$ cat config.mk
export PLATFORM = sky130hd
export DESIGN_NAME = mem_arbiter_rr
export DESIGN_NICKNAME = d
export VERILOG_FILES = /design/src/rtl/mem_arbiter_rr.sv
export SDC_FILE = /design/constraint.sdc
export NUM_CORES = 1
export LEC_CHECK = 0
export CAP_MARGIN = 20
export CORE_MARGIN = 10
export CORE_UTILIZATION = 30
export CTS_CLUSTER_SIZE = 8
export DETAILED_ROUTE_END_ITERATION = 16
export PLACE_DENSITY = 0.94
export SLEW_MARGIN = 30
export SYNTH_ARGS = -nofsm -noshare
export SYNTH_HDL_FRONTEND = slang
export SYNTH_SLANG_ARGS = --single-unit
$ cat constraint.sdc
create_clock -name i_clk -period 2.65 [get_ports i_clk]
set_input_delay 0.265 -clock i_clk [delete_from_list [all_inputs] [get_ports i_clk]]
set_output_delay 0.265 -clock i_clk [all_outputs]
set_load 0.05 [all_outputs]
$ cat src/rtl/mem_arbiter_rr.sv
`default_nettype none
// +--------------------------------------------------------------------------+
// | mem_arbiter_rr                                                           |
// | N-channel valid/ready arbiter in front of a single-port memory.          |
// | Rev 1.0 - initial release                                                |
// +--------------------------------------------------------------------------+
module mem_arbiter_rr #(
    parameter int NUM_CH    = 2,
    parameter int ADDR_W    = 10,
    parameter int DATA_W    = 32,
    parameter int MEM_LAT   = 1,
    parameter int PRIO_MODE = 0
) (
    input  logic                       i_clk,
    input  logic                       i_rst,
    input  logic [NUM_CH-1:0]          req_valid,
    output logic [NUM_CH-1:0]          req_ready,
    input  logic [NUM_CH*ADDR_W-1:0]   req_addr,
    input  logic [NUM_CH-1:0]          req_we,
    input  logic [NUM_CH*DATA_W-1:0]   req_wdata,
    input  logic [NUM_CH*DATA_W/8-1:0] req_be,
    output logic [NUM_CH-1:0]          rsp_valid,
    output logic [DATA_W-1:0]          rsp_data,
    output logic [ADDR_W-1:0]          mem_addr,
    output logic                       mem_rw_mode,
    output logic [DATA_W-1:0]          mem_write_data,
    output logic [DATA_W/8-1:0]        mem_byte_en,
    input  logic [DATA_W-1:0]          mem_read_data
);

    localparam int c_id_w = (NUM_CH > 1) ? $clog2(NUM_CH) : 1;
    localparam int c_be_w = DATA_W / 8;

    logic [c_id_w-1:0]  r_rr_ptr;
    logic               w_gnt;
    logic [c_id_w-1:0]  w_gnt_id;
    logic [c_id_w-1:0]  w_idx;
    logic [NUM_CH-1:0]  w_ready;

    logic [MEM_LAT-1:0] r_pv;
    logic [MEM_LAT-1:0] r_pwe;
    logic [c_id_w-1:0]  r_pid [MEM_LAT];

    // Scan from the far end so the last hit, i.e. the first eligible channel, wins.
    always_comb begin
        w_gnt    = 1'b0;
        w_gnt_id = '0;
        w_idx    = '0;
        if (!i_rst) begin
            for (int k = NUM_CH - 1; k >= 0; k--) begin
                if (PRIO_MODE == 1) begin
                    w_idx = c_id_w'(k);
                end else begin
                    w_idx = c_id_w'((int'(r_rr_ptr) + k) % NUM_CH);
                end
                if (req_valid[w_idx]) begin
                    w_gnt    = 1'b1;
                    w_gnt_id = w_idx;
                end
            end
        end
    end

    always_comb begin
        w_ready        = '0;
        mem_addr       = '0;
        mem_rw_mode    = 1'b0;
        mem_write_data = '0;
        mem_byte_en    = '0;
        if (w_gnt) begin
            w_ready[w_gnt_id] = 1'b1;
            mem_addr          = req_addr[int'(w_gnt_id)*ADDR_W +: ADDR_W];
            mem_rw_mode       = req_we[w_gnt_id];
            mem_write_data    = req_wdata[int'(w_gnt_id)*DATA_W +: DATA_W];
            mem_byte_en       = req_be[int'(w_gnt_id)*c_be_w +: c_be_w];
        end
    end

    assign req_ready = w_ready;

    // The id/we pipeline never stalls: the memory returns data a fixed MEM_LAT later.
    always_ff @(posedge i_clk or posedge i_rst) begin
        if (i_rst) begin
            r_rr_ptr <= '0;
            r_pv     <= '0;
            r_pwe    <= '0;
            for (int s = 0; s < MEM_LAT; s++) begin
                r_pid[s] <= '0;
            end
        end else begin
            if (w_gnt && (PRIO_MODE == 0)) begin
                r_rr_ptr <= (w_gnt_id == c_id_w'(NUM_CH - 1)) ? '0 : w_gnt_id + 1'b1;
            end
            r_pv[0]  <= w_gnt;
            r_pwe[0] <= mem_rw_mode;
            r_pid[0] <= w_gnt_id;
            for (int s = 1; s < MEM_LAT; s++) begin
                r_pv[s]  <= r_pv[s-1];
                r_pwe[s] <= r_pwe[s-1];
                r_pid[s] <= r_pid[s-1];
            end
        end
    end

    always_comb begin
        rsp_valid = '0;
        rsp_data  = '0;
        if (r_pv[MEM_LAT-1]) begin
            rsp_valid[r_pid[MEM_LAT-1]] = 1'b1;
            if (!r_pwe[MEM_LAT-1]) begin
                rsp_data = mem_read_data;
            end
        end
    end

    a_ready_onehot: assert property (@(posedge i_clk) disable iff (i_rst) $onehot0(req_ready));
    a_ready_valid:  assert property (@(posedge i_clk) disable iff (i_rst) ((req_ready & ~req_valid) == '0));
    a_rsp_onehot:   assert property (@(posedge i_clk) disable iff (i_rst) $onehot0(rsp_valid));

endmodule
`default_nettype wire
==> run_results.csv <==
group,metric,value,unit
route,drt-pass1-iter-count,4,
yosys,synthMostInstantiatedCell,"nand2b_1",
clocking,cts_inserted_buffers,3,
route,drt-initial-drc-count,73,
finish,nets,545,
placed_design,post-place-ws,475,ps
clocking,cts_tree,"built",
floorplan,io_pins,213,
floorplan,start_util,0.306,
route,drc,0,
timing,worst_slack,490,ps
critical_path,cp-end-kind,"output pin",
finish,finalInstanceArea,0.00376,mm2
clocking,insertion_delay,220,ps
timing,timing.hold.ws,385,ps
timing,period_share,0.815,
grt,antenna_found_initial,0,
route,ant_nets,0,
clocking,cts_setup_buffers,0,
yosys,synth_cells,220,
floorplan,num_rows,28,
timing,finalSetupViolations,0,
yosys,synth_warnings,0,
floorplan,dieArea,0.00950,mm2
finish,synthToLayoutAreaGrowth,109,%
timing,finalWorstPathRequiredPeriod,2160,ps
timing,worst_clock_skew,1.17,ps
clocking,cts_htree_levels,1,
finish,fillers,514,
timing,setup_tns,0,ps
power_and_ir_drop,powerDensity,307,mW/mm2
worst_hold_path,hold_class,"in2async",
timing,slew_violations,0,
placed_design,port_buffers,212,
timing,tightestPinTransition,606,ps
yosys,synth_top_cell_area_share,0.330,
yosys,ys_ff_latch,4,
grt,grt_max_degree,97,
clocking,cts_sinks,4,
timing,rsz0062_at_grt,"no",
clocking,clk_pin_slew_worst_paths,30,ps
placed_design,dp_hpwl,7530,um
power_and_ir_drop,vdd_drop_max,209,uV
finish,utilization,0.639,
critical_path,worstPathMaxFanout,27,
floorplan,die_y,97.5,um
placed_design,place_area,0.00372,mm2
critical_path,worstRegToRegCells,3,
route,via_per_inst,4.85,
finish,drive_gt1_frac,0.303,
clocking,hold_buffers,0,
floorplan,die-width,97.5,um
clocking,cts-root-buf,"clkbuf_8",
yosys,synth.avg_cell_area,8.18,um2
critical_path,required,2380,ps
yosys,syn_area,0.00180,mm2
placed_design,place_congestion,0.827,
yosys,synth_area_leaders,"nand2b_1 (33%), o32ai_2 (27%), and2_1 (11%), o32ai_1 (8.3%), buf_6 (5.6%)",
flow_run,maxCapViolations,0,
critical_path,critPathLaunchType,"input port",
yosys,synthTopCellsByCount,"nand2b_1 (95), and2_1 (33), o32ai_2 (30), o32ai_1 (17), clkbuf_1 (10)",
yosys,yosysTopAreaCell,"nand2b_1",
critical_path,critPathKind,"in2out",
grt,grt_pass1_wl,13500,um
yosys,synth_cell_types,15,
route,num_vias,2368,
critical_path,cp.arrival,1900,ps
route,post_drt_wl_per_cell,18.3,um
outcome,status,"finished clean",
grt,grt.overflow.total,0,
yosys,async_flop_share,1.00,
yosys,synth_edf_count,0,
yosys,synth_seq_area_share,0.0556,
timing,fmax,0.463,GHz
finish,num_antenna_cells,0,
floorplan,core,0.00589,mm2
clocking,cts_resized,0,
yosys,syn-num-nets,350,
power_and_ir_drop,leakage,0.00152,uW
clocking,clock_path_buffers,2,
grt,grtUsageTotal,0.171,
timing,relSlewSlack,0.596,
yosys,synth_flop_cell,"dfrtp_1",
timing,hold_viol_final,0,
grt,grt_pass1_vias,2463,
route,wirelength,8930,um
power breakdown:
| part | internal (uW) | switching [uW] |
|---|---|---|
| Combinational | 405 | 548 |
| Sequential | 67.7 | 5.44 |
| Clock | 96.9 | 32.7 |
logic make-up (layout without fill, tap and decap cells):
family,Yosys count,after routing,synth area share
and+or+nand+nor,136,136,0.466
AOI/OAI and AO/OA,49,49,0.364
DFF,4,4,0.0556
buffers and inverters,31,224,0.115
area by class of cell:
class / count / area [um2] / area share
clock buffer: 3 / 41.3 / 0.0110
timing repair buffer: 219 / 2020 / 0.537
inverter: 2 / 7.51 / 0.00199
multi-input combinational: 185 / 1500 / 0.399
sequential: 4 / 100 / 0.0266
tap: 75 / 93.8 / 0.0249
metal layers:
metal / up-vias / wire length [um] / global-route usage
met2: 135 / 4540 / 0.313
li1: 1160 / - / -
met5: - / 0 / 0
met4: 0 / 146 / 0.0481
met3: 10 / 859 / 0.0612
met1: 1063 / 3380 / 0.179
flip-flops by register name, indices dropped and copies added (netlist names):
name      count
r_rr_ptr      1
r_pv          1
r_pwe         1
r_pid         1
cell usage in the layout (no fill, tap or decap), drive strengths merged:
cell and count:
a21bo 1, a22o 1, and2 33, buf 89
clkbuf 3, clkdlybuf4s50 130, dfrtp 4, inv 2
nand2b 95, nor2 5, nor2b 3, o32ai 47
through the flow:
| step | power [uW] | instances |
|---|---|---|
| finish | 1160 | 488 |
| global route | 1220 | 488 |
| CTS | 1170 | 488 |
| detailed placement | 1030 | 485 |
| global placement | 1020 | 485 |
| floorplan | 675 | 220 |
worst max-delay path, cell delays in order:
cell and delay [ps]:
clkdlybuf4s50_1 550, inv_2 260, buf_12 260, o32ai_2 290, buf_4 240
final timing paths:
check	startpoint	to	slack (ps)
worst max-delay path	req_valid[1]	mem_write_data[22]	490
worst min-delay path	i_rst	r_rr_ptr	380
worst max register to register	r_rr_ptr	r_pwe	1490
worst min register to register	r_rr_ptr	r_rr_ptr	600
max in group asynchronous	i_rst	r_pv	2100
min in group i_clk	r_rr_ptr	r_rr_ptr	600
(Power assumes the default switching activity.)
